**src/rtl/mem_arbiter.sv**
```systemverilog
// Shares one RAM between the CPU memory path and an external requester.
// Ownership changes only at CPU instruction boundaries. Each grant allows at most BURST_MAX accesses.
module mem_arbiter #(
  parameter int ADDR_W    = 16,
  parameter int BURST_MAX = 8
) (
  input  logic              i_nclk,
  input  logic              i_reset,
  input  logic              i_instrFinishedN,
  input  logic [ADDR_W-1:0] i_cpuAddr,
  input  logic [7:0]        i_cpuData,
  input  logic              i_cpuRamNWE,
  input  logic              i_cpuRamNOE,
  output logic [7:0]        o_cpuData,
  output logic              o_halt,
  input  logic              i_extReq,
  input  logic              i_extWe,
  input  logic              i_extStb,
  input  logic [ADDR_W-1:0] i_extAddr,
  input  logic [7:0]        i_extData,
  output logic              o_extGnt,
  output logic              o_extAck,
  output logic [7:0]        o_extData,
  output logic [ADDR_W-1:0] o_ramAddr,
  output logic [7:0]        o_ramData,
  input  logic [7:0]        i_ramData,
  output logic              o_ramNWE,
  output logic              o_ramNOE
);

  typedef enum logic [2:0] {
    S_CPU, S_WAIT, S_IDLE, S_SETUP, S_STROBE, S_COOL
  } state_t;

  localparam logic [7:0] BMAX = 8'(BURST_MAX);

  state_t            state_q, state_d;
  logic [7:0]        cnt_q, cnt_d;
  logic [ADDR_W-1:0] addr_q, addr_d;
  logic [7:0]        wdata_q, wdata_d;
  logic              we_q, we_d;
  logic              ack_q, ack_d;
  logic [7:0]        rdata_q, rdata_d;
  logic              own_q, own_d;

  always_comb begin
    state_d = state_q;
    cnt_d   = cnt_q;
    addr_d  = addr_q;
    wdata_d = wdata_q;
    we_d    = we_q;
    ack_d   = 1'b0;
    rdata_d = rdata_q;
    case (state_q)
      S_CPU: begin
        cnt_d = 8'd0;
        if (i_extReq) state_d = S_WAIT;
      end
      S_WAIT: begin
        if (!i_instrFinishedN) state_d = S_IDLE;
        else if (!i_extReq)    state_d = S_CPU;
      end
      S_IDLE: begin
        // A strobe wins over a same-cycle request drop so the access is not lost.
        if (i_extStb) begin
          addr_d  = i_extAddr;
          wdata_d = i_extData;
          we_d    = i_extWe;
          state_d = S_SETUP;
        end else if (!i_extReq) begin
          cnt_d   = 8'd0;
          state_d = S_CPU;
        end
      end
      S_SETUP: state_d = S_STROBE;
      S_STROBE: begin
        ack_d = 1'b1;
        if (!we_q) rdata_d = i_ramData;
        if (cnt_q + 8'd1 == BMAX) begin
          cnt_d   = 8'd0;
          state_d = S_COOL;
        end else begin
          cnt_d   = cnt_q + 8'd1;
          state_d = S_IDLE;
        end
      end
      S_COOL: begin
        cnt_d = 8'd0;
        if (!i_instrFinishedN) state_d = S_CPU;
      end
      default: state_d = S_CPU;
    endcase
    own_d = (state_d == S_IDLE) || (state_d == S_SETUP) || (state_d == S_STROBE);
  end

  always_ff @(posedge i_nclk) begin
    if (i_reset) begin
      state_q <= S_CPU;
      cnt_q   <= 8'd0;
      addr_q  <= '0;
      wdata_q <= 8'd0;
      we_q    <= 1'b0;
      ack_q   <= 1'b0;
      rdata_q <= 8'd0;
      own_q   <= 1'b0;
    end else begin
      state_q <= state_d;
      cnt_q   <= cnt_d;
      addr_q  <= addr_d;
      wdata_q <= wdata_d;
      we_q    <= we_d;
      ack_q   <= ack_d;
      rdata_q <= rdata_d;
      own_q   <= own_d;
    end
  end

  // RAM pin mux: CPU passes straight through unless the external side owns the RAM.
  always_comb begin
    o_ramAddr = i_cpuAddr;
    o_ramData = i_cpuData;
    o_ramNWE  = i_cpuRamNWE;
    o_ramNOE  = i_cpuRamNOE;
    case (state_q)
      S_IDLE: begin
        o_ramAddr = addr_q;
        o_ramData = wdata_q;
        o_ramNWE  = 1'b1;
        o_ramNOE  = 1'b1;
      end
      S_SETUP: begin
        o_ramAddr = addr_q;
        o_ramData = wdata_q;
        o_ramNWE  = 1'b1;
        o_ramNOE  = we_q;
      end
      S_STROBE: begin
        o_ramAddr = addr_q;
        o_ramData = wdata_q;
        o_ramNWE  = !we_q;
        o_ramNOE  = we_q;
      end
      default: ;
    endcase
  end

  assign o_cpuData = i_ramData;
  assign o_halt    = own_q;
  assign o_extGnt  = own_q;
  assign o_extAck  = ack_q;
  assign o_extData = rdata_q;

endmodule

```
**config.mk**
```make
export PLATFORM = sky130hd
export DESIGN_NAME = mem_arbiter
export DESIGN_NICKNAME = d
export VERILOG_FILES = /design/src/rtl/mem_arbiter.sv
export SDC_FILE = /design/constraint.sdc
export NUM_CORES = 1
export LEC_CHECK = 0
export ABC_AREA = 0
export BUFFER_PORTS_ARGS = -buffer_cell sky130_fd_sc_hd__buf_2
export CORE_MARGIN = 4
export CORE_UTILIZATION = 46
export CTS_CLUSTER_DIAMETER = 100
export CTS_CLUSTER_SIZE = 12
export DETAILED_ROUTE_END_ITERATION = 16
export PLACE_DENSITY = 0.8
export SETUP_SLACK_MARGIN = 0.05
export SLEW_MARGIN = 30
export SYNTH_ARGS = -nofsm -noshare
export SYNTH_HDL_FRONTEND = slang
export SYNTH_SLANG_ARGS = --single-unit
```
**constraint.sdc**
```tcl
create_clock -name i_nclk -period 2.3 [get_ports i_nclk]
set_clock_uncertainty 0.2 [all_clocks]
set_input_delay 0.115 -clock i_nclk [delete_from_list [all_inputs] [get_ports i_nclk]]
set_output_delay 0.115 -clock i_nclk [all_outputs]
set_load 0.01 [all_outputs]
```
==> results of run 1 <==
routing by layer:
layer	global-route usage, %	wire (um)	vias up
li1	-	-	1202
met1	23.74	2542	1124
met2	38.18	3331	99
met3	4.640	410	9
met4	6.643	102	0
met5	0	0	-
synth_stat cells, types with 2 or more instances:
master | count | area share, %
nand2b_1 | 2 | 0.56
nand3b_1 | 2 | 0.67
nand4_1 | 2 | 0.56
mux2_2 | 4 | 2.0
buf_4 | 11 | 3.7
mux2_1 | 20 | 10
dfxtp_1 | 46 | 41
o22ai_1 | 2 | 0.56
nor2b_1 | 2 | 0.56
clkbuf_1 | 8 | 1.3
nor2_1 | 9 | 1.5
buf_2 | 6 | 1.3
nor2_2 | 2 | 0.56
a31oi_1 | 2 | 0.56
inv_1 | 3 | 0.50
nor3_1 | 2 | 0.44
nand2_1 | 77 | 13
o21ai_0 | 8 | 1.8
a21oi_1 | 40 | 8.9
o41ai_1 | 2 | 0.78
worst max-delay path: stages, from the launching register on:
cell,delay (ns)
dfxtp_1,0.36
inv_1,0.10
nor2_2,0.08
nor2_4,0.37
mux2_2,0.39
buf_2,0.14
worst max-delay path by stage:
| stage | depth (start not counted) | endpoint | start |
|---|---|---|---|
| 2_1_floorplan | 6 | o_ramAddr[0] | state_q[1]$_SDFF_PP0_ |
| 3_3_place_gp | 4 | o_ramData[0] | state_q[2]$_SDFF_PP0_ |
| 3_5_place_dp | 4 | o_ramData[7] | state_q[2]$_SDFF_PP0_ |
| 4_1_cts | 5 | o_ramAddr[1] | state_q[1]$_SDFF_PP0_ |
| 5_1_grt | 5 | o_ramData[5] | state_q[1]$_SDFF_PP0_ |
| 6_report | 5 | o_ramData[7] | state_q[1]$_SDFF_PP0_ |
state kept, by name, indices dropped and copies added (netlist names):
signal	cells
we_q	1
cnt_q	8
o_extAck	1
o_extGnt	1
wdata_q	8
state_q	3
addr_q	16
o_extData	8
report_power, final:
group	total, mW	leakage, nW	internal (mW)	switching, mW
Clock	0.597	0.0514	0.324	0.273
Sequential	0.815	0.371	0.807	0.00757
Combinational	0.289	0.973	0.158	0.131
repair_timing:
action,CTS,global route
gates cloned,1,0
endpoints found under the hold margin,36,0
setup endpoints to repair,8,12
resized for setup,0,1
pin swaps,1,0
hold buffers,35,0
layout make-up:
type	instances	area, um^2	area share, %
clock buffers	6	72.57	2.215
clock inverters	2	37.54	1.146
inverters	3	11.26	0.3438
multi-input cells	201	1184	36.13
flip-flops and latches	46	920.9	28.11
well taps	67	83.83	2.559
repair buffers	153	965.9	29.49
cells by family after synthesis:
| group | Yosys count | synth area share (%) |
|---|---|---|
| flip-flops | 46 | 40.87 |
| AO/OA/AOI/OAI | 63 | 16.05 |
| adder cells (fa/ha/maj) | 1 | 0.5552 |
| buffers and inverters | 29 | 7.329 |
| XOR/XNOR | 1 | 0.3887 |
| AND/OR/NAND/NOR | 110 | 22.38 |
| multiplexers | 25 | 12.44 |
==> flow_summary.ini, run 1 <==
[worst_setup_path]
reg2reg_depth = 5
path_max_fanout = 12
r2r-start = cnt_q[3]$_SDFFE_PP0P_
crit_required_ns = 1.99
cp-end-kind = output pin
timing.rr.end = cnt_q[3]$_SDFFE_PP0P_
crit_arrival_ns = 1.74
r2r_slack_ns = 0.39
worstSetupPathType = reg -> out
cp-start-kind = flip-flop

[global_routing]
overflow = 0
grt_max_degree = 38
grt_pass1_wl_um = 10270
grt_pass1_vias = 2295
antenna_found_initial = 0
grt_usage_pct = 20.82

[floorplanning]
die_area_um2 = 6082
initial_core_util_pct = 47.71
core_area_um2 = 4723
ios = 109
row_count = 25
die_y_um = 77.99
die_x_um = 77.99

[route]
drc = 0
antenna_left = 0
drt-total-wl_um = 6385
first_pass_iters = 4
vias = 2434
drt_iter0_markers = 126
wl_per_cell_um = 13.36
vias_per_cell = 5.092

[min_path]
min-delay-start = i_extReq
hold_path_class = in -> reg
hold_path_end = state_q[0]$_SDFF_PP0_
whs_path_depth = 4

[timing]
rsz0062_at_grt = false
setup_viol = 0
worst-slew-pin-transition_ns = 0.4857
fmax_mhz = 487.5
post-route-min-period_ns = 2.051
finalCritPeriodShare_pct = 89.19
relSlewSlack_pct = 67.50
setup_tns_ns = 0
setup_ws_ns = 0.2487
final_hold_viol_count = 0
drv_slew = 0
timing.hold.ws_ns = 0.06454

[cts]
numClockSinks = 46
post_cts_buffers = 0
cts_tree = done
cts.htree.levels = 2
clkTransAtPathRegs_ns = 0.09
root_buffer = clkbuf_8
cts.path.max_buffers = 2
clk-insertion-delay-late_ns = 0.30
cts_buffers = 5

[yosys]
mappedNetlistArea_um2 = 2253
ys_seq_area_share_pct = 40.87
ys.flop_type = dfxtp_1
yosys_warnings = 0
syn_area_per_cell_um2 = 8.194
synth_seq_cells = 46
synth_cell_type_count = 45
synthesis.nets = 340
synth-edff-count = 0
async_flop_share_pct = 0
postSynthCellCount = 275

[layout]
stdcell_count = 478
synthToLayoutAreaGrowth_pct = 45.36
layout_common_cells = buf_2, nand2_1, dfxtp_1, a21oi_1, dlygate4sd3_1
final_common_cell = buf_2
layout.nets = 475
nFillCells = 363
fin_area_um2 = 3276
antenna_cells = 0
drive_gt1_share_pct = 33.58
final_util_pct = 69.35

[place]
placed_area_um2 = 2804
place.gp.congestion = 0.7896
post-place-ws_ns = 0.3611
portBuffers = 108
dpl.cell_count = 434
dp_hpwl_um = 4178

[run_status]
status = completed

[power]
p_total_mw = 1.701
max-vdd-ir-drop_mv = 0.3680
p_leak_nw = 1.396
power.density_nw_per_um2 = 519.4

[job]
drv_cap = 0
(Power assumes the default switching activity.)
==> inputs of run 2 (changes only) <==
==> constraint.sdc (replaced) <==
create_clock -name i_nclk -period 2.3 [get_ports i_nclk]
set_clock_uncertainty 0.2 [all_clocks]
set_input_delay 0.23 -clock i_nclk [delete_from_list [all_inputs] [get_ports i_nclk]]
set_output_delay 0.23 -clock i_nclk [all_outputs]
set_load 0.01 [all_outputs]
==> run 2 against run 1 <==
Against the previous run: power shrank 0.94%; non-clock buffer count shrank 2; clock power shrank 2%; worst setup slack lost 0.12 ns; count of clock-buffer cells in the layout is the same; cell area shrank 0.61%; worst hold slack gained 0.048 ns; first-iteration DRC count shrank 29%; critical endpoint is now o_ramData[0]; largest cell class unchanged.
==> flow_summary.ini, run 2 (same netlist as run 1, synthesis figures left out) <==
[run_status]
status = completed

[place]
place.gp.congestion = 0.7720
placed_area_um2 = 2804
dp_hpwl_um = 4120
portBuffers = 108

[layout]
synthToLayoutAreaGrowth_pct = 44.48
final_common_cell = buf_2
drive_gt1_share_pct = 33.74
layout.nets = 473
antenna_cells = 0
largest_register = addr_q
final_util_pct = 68.93
largest_reg_flops = 16
multi_input_comb_area_um2 = 1184
layout_common_cells = buf_2, nand2_1, dfxtp_1, a21oi_1, dlygate4sd3_1
seq_area_um2 = 920.9
fin_area_um2 = 3256
nFillCells = 360

[route]
drt-total-wl_um = 6164
drt_iter0_markers = 89
first_pass_iters = 4
antenna_left = 0
drc = 0
wl_per_cell_um = 12.95
vias = 2397
vias_per_cell = 5.036

[cts]
cts.path.max_buffers = 2
clkTransAtPathRegs_ns = 0.08
clk-insertion-delay-late_ns = 0.29
numClockSinks = 46
root_buffer = clkbuf_8
cts_buffers = 5
cts.htree.levels = 2
post_cts_buffers = 0
cts_tree = done

[power]
comb_power_share_pct = 16.9
p_int_mw = 1.287
max-vdd-ir-drop_mv = 0.3463
switching_share_pct = 23.61
p_leak_nw = 1.387
p_total_mw = 1.685
power.density_nw_per_um2 = 517.7
power_frac_clock_pct = 34.7
pwr-share-seq_pct = 48.3
power.switching_uw = 397.9

[timing]
setup_viol = 0
worst-slew-pin-transition_ns = 0.5407
finalCritPeriodShare_pct = 94.41
relSlewSlack_pct = 63.82
final_hold_viol_count = 0
post-route-min-period_ns = 2.172
fmax_mhz = 460.5
timing.hold.ws_ns = 0.1124
drv_slew = 0
rsz0062_at_grt = true

[min_path]
hold_path_class = in -> reg

[global_routing]
grt_pass1_vias = 2348
overflow = 0
grt_usage_pct = 20.37
grt_pass1_wl_um = 10260
antenna_found_initial = 0
grt_max_degree = 26

[floorplanning]
ios = 109
die_area_um2 = 6082
die_y_um = 77.99
die_x_um = 77.99
core_area_um2 = 4723
initial_core_util_pct = 47.71
row_count = 25

[job]
drv_cap = 0

[worst_setup_path]
cp-start-kind = flip-flop
crit_required_ns = 1.87
crit_arrival_ns = 1.74
worstSetupPathType = reg -> out
cp-end-kind = output pin
path_max_fanout = 12
-- run 2: cell count changes in the layout (fill, tap and decap cells not counted), sizes merged --
cell / change
dlygate4sd3: -2
-- run 2: path summary, 6_finish.rpt --
check	from	to	slack (ns)	depth (start not counted)
max reg2reg	cnt_q[3]$_SDFFE_PP0P_	cnt_q[3]$_SDFFE_PP0P_	0.41	5
min reg2reg	wdata_q[4]$_SDFFE_PP0P_	wdata_q[4]$_SDFFE_PP0P_	0.25	2
min	i_instrFinishedN	state_q[0]$_SDFF_PP0_	0.11	3
max	state_q[1]$_SDFF_PP0_	o_ramData[0]	0.13	5
-- run 2: timing repair --
| action | CTS | global route |
|---|---|---|
| pin swaps | 1 | 0 |
| gates cloned | 1 | 0 |
| endpoints found under the setup margin | 24 | 9 |
| hold endpoints to repair | 33 | 0 |
| gates resized for setup | 1 | 0 |
| hold buffers | 33 | 0 |
-- run 2: area by class of cell --
cell class / count / area share (%)
multi-input cells: 201 / 36.36
repair buffers: 151 / 29.05
flip-flops and latches: 46 / 28.29
well taps: 67 / 2.575
clock buffers: 6 / 2.229
clock inverters: 2 / 1.153
inverters: 3 / 0.3459
-- run 2: critical path, stage by stage (launching register included) --
cell and delay (ns):
dfxtp_1 0.35, inv_1 0.10, nor2_2 0.08, nor2_4 0.38
mux2_2 0.39, buf_2 0.14
-- run 2: power by group through the flow --
stage	logic (mW)	registers, mW	clock network [mW]
final	0.286	0.815	0.585
after global routing	0.314	0.817	0.629
after CTS	0.284	0.815	0.596
after detailed placement	0.235	0.834	0
after global placement	0.230	0.833	0
after floorplan	0.134	0.831	0
-- run 2: metrics by stage --
stage	setup WS [ns]	setup TNS, ns	instances
floorplan	0.4208	0	275
global placement	-0.06036	-0.7419	434
detailed placement	0.2900	0	434
CTS	0.1439	0	476
global route	0.03035	0	476
finish	0.1285	0	476
-- run 2: routing by layer --
layer  global-route usage, %  vias to the layer above  share of wire (%)
met5                       0                        -                  0
met4                   4.545                        0               0.94
met3                   4.872                        7                6.7
met2                   37.41                       85                 51
met1                   23.78                     1109                 42
li1                        -                     1196                  -
==> inputs of run 3 (changes only) <==
--- a/config.mk
+++ b/config.mk
@@ -12,7 +12,7 @@
 export CTS_CLUSTER_DIAMETER = 100
 export CTS_CLUSTER_SIZE = 12
 export DETAILED_ROUTE_END_ITERATION = 16
-export PLACE_DENSITY = 0.8
+export PLACE_DENSITY = 0.88
 export SETUP_SLACK_MARGIN = 0.05
 export SLEW_MARGIN = 30
 export SYNTH_ARGS = -nofsm -noshare
==> run 3 against run 2 <==
Against the previous run: clock power rose by 26%; count of clock-buffer cells in the layout unchanged; first-iteration DRC count increased by 55%; sequential share of layout area is 0.13 points lower; highest routed layer unchanged.
==> flow_summary.ini, run 3 (same netlist as run 1, synthesis figures left out) <==
[timing]
worst-slew-pin-transition_ns = 0.5081
fmax_mhz = 466.8
setup_tns_ns = 0
drv_slew = 0
finalCritPeriodShare_pct = 93.15
rsz0062_at_grt = false
final_hold_viol_count = 0
setup_viol = 0
relSlewSlack_pct = 66.00
setup_ws_ns = 0.1575
post-route-min-period_ns = 2.142
timing.hold.ws_ns = 0.09413

[min_path]
min-delay-start = i_instrFinishedN
hold_path_class = in -> reg
hold_path_end = state_q[0]$_SDFF_PP0_
whs_path_depth = 3

[layout]
stdcell_count = 473
antenna_cells = 0
layout_common_cells = buf_2, nand2_1, dfxtp_1, a21oi_1, dlygate4sd3_1
drive_gt1_share_pct = 33.99
synthToLayoutAreaGrowth_pct = 45.53
fin_area_um2 = 3279
final_common_cell = buf_2
largest_register = addr_q
largest_reg_flops = 16
final_util_pct = 69.43
layout.nets = 470

[worst_setup_path]
cp-start-kind = flip-flop
timing.rr.end = cnt_q[6]$_SDFFE_PP0P_
r2r_slack_ns = 0.44
slowest_delay_ns = 0.42
cp-end-kind = output pin
reg2reg_depth = 6
worstPathCellList = nor3b_4, nor2_2, buf_12, mux2_1, buf_2
worstSetupPathType = reg -> out
slowest_stage = dfxtp_1
crit_arrival_ns = 1.71
crit_required_ns = 1.87
path_max_fanout = 24
r2r-start = state_q[2]$_SDFF_PP0_
startpoint = state_q[2]$_SDFF_PP0_

[power]
max-vdd-ir-drop_mv = 0.3119
power_frac_clock_pct = 40.2
p_total_mw = 1.837
power.switching_uw = 411.2
p_int_mw = 1.426
p_leak_nw = 1.397
switching_share_pct = 22.38
power.density_nw_per_um2 = 560.3
pwr-share-seq_pct = 44.6
comb_power_share_pct = 15.2

[floorplanning]
die_area_um2 = 6082
initial_core_util_pct = 47.71
core_area_um2 = 4723
die_x_um = 77.99
die_y_um = 77.99
ios = 109
row_count = 25

[global_routing]
antenna_found_initial = 0
overflow = 0
grt_max_degree = 40
grt_pass1_wl_um = 10330
grt_pass1_vias = 2337
grt_usage_pct = 20.78

[route]
vias_per_cell = 4.973
first_pass_iters = 4
drc = 0
antenna_left = 0
drt_iter0_markers = 138
wl_per_cell_um = 13.31
drt-total-wl_um = 6295
vias = 2352

[place]
place.gp.congestion = 0.8161
portBuffers = 108
placed_area_um2 = 2789
dpl.cell_count = 431
post-place-ws_ns = 0.3057
dp_hpwl_um = 4214

[cts]
cts.htree.levels = 2
root_buffer = clkbuf_8
numClockSinks = 46
cts.path.max_buffers = 2
clk-insertion-delay-late_ns = 0.30
clkTransAtPathRegs_ns = 0.09
post_cts_buffers = 0
cts_tree = done
cts_buffers = 5

[job]
drv_cap = 0

[run_status]
status = completed
run 3: changes by cell type in the layout (fill, tap and decap cells not counted), sizes merged:
cell,previous run,this run
nor2,12,11
buf,118,115
bufinv,1,2
dlygate4sd3,33,34
clkinvlp,1,0
run 3: per-layer routing:
metal	vias up	part of all wire [%]	GRT usage (%)
li1	1188	-	-
met1	1068	40	22.76
met2	88	51	37.84
met3	8	7.3	5.800
met4	0	1.5	7.692
met5	-	0	0
run 3: worst max-delay path: cells and delay by family (launching register included):
kind / cells / cell delay [ns]
buffers and inverters: 2 / 0.31
flip-flops: 1 / 0.42
multiplexers: 1 / 0.32
AND/OR/NAND/NOR: 2 / 0.34
run 3: power by group through the flow:
| stage | clock network, mW | logic (mW) | registers, mW |
|---|---|---|---|
| 2_1_floorplan | 0 | 0.134 | 0.831 |
| 3_3_place_gp | 0 | 0.226 | 0.836 |
| 3_5_place_dp | 0 | 0.231 | 0.837 |
| 4_1_cts | 0.754 | 0.278 | 0.819 |
| 5_1_grt | 0.781 | 0.305 | 0.821 |
| 6_report | 0.738 | 0.280 | 0.819 |
run 3: timing repair:
item                                   CTS  global route
pin swaps                                0             0
hold buffers                            34             0
endpoints found under the hold margin   34             0
resized for setup                        2             2
setup endpoints to repair               24            24
run 3: how the worst max path moves through the flow:
stage / cells after the start / to / slack [ns]
3_5_place_dp: 6 / o_ramAddr[7] / 0.31
4_1_cts: 6 / o_ramAddr[7] / 0.09
3_3_place_gp: 6 / o_ramAddr[7] / 0.34
6_report: 5 / o_ramAddr[10] / 0.16
2_1_floorplan: 6 / o_ramAddr[0] / 0.42
5_1_grt: 5 / o_ramAddr[3] / 0.08
run 3: area by class of cell:
type / instances / area (um^2)
inverter: 3 / 11.26
fill: 364 / 1444
multi-input combinational: 200 / 1172
timing repair buffer: 149 / 945.9
sequential: 46 / 923.4
clock inverter: 2 / 60.06
tap: 67 / 83.83
clock buffer: 6 / 82.58
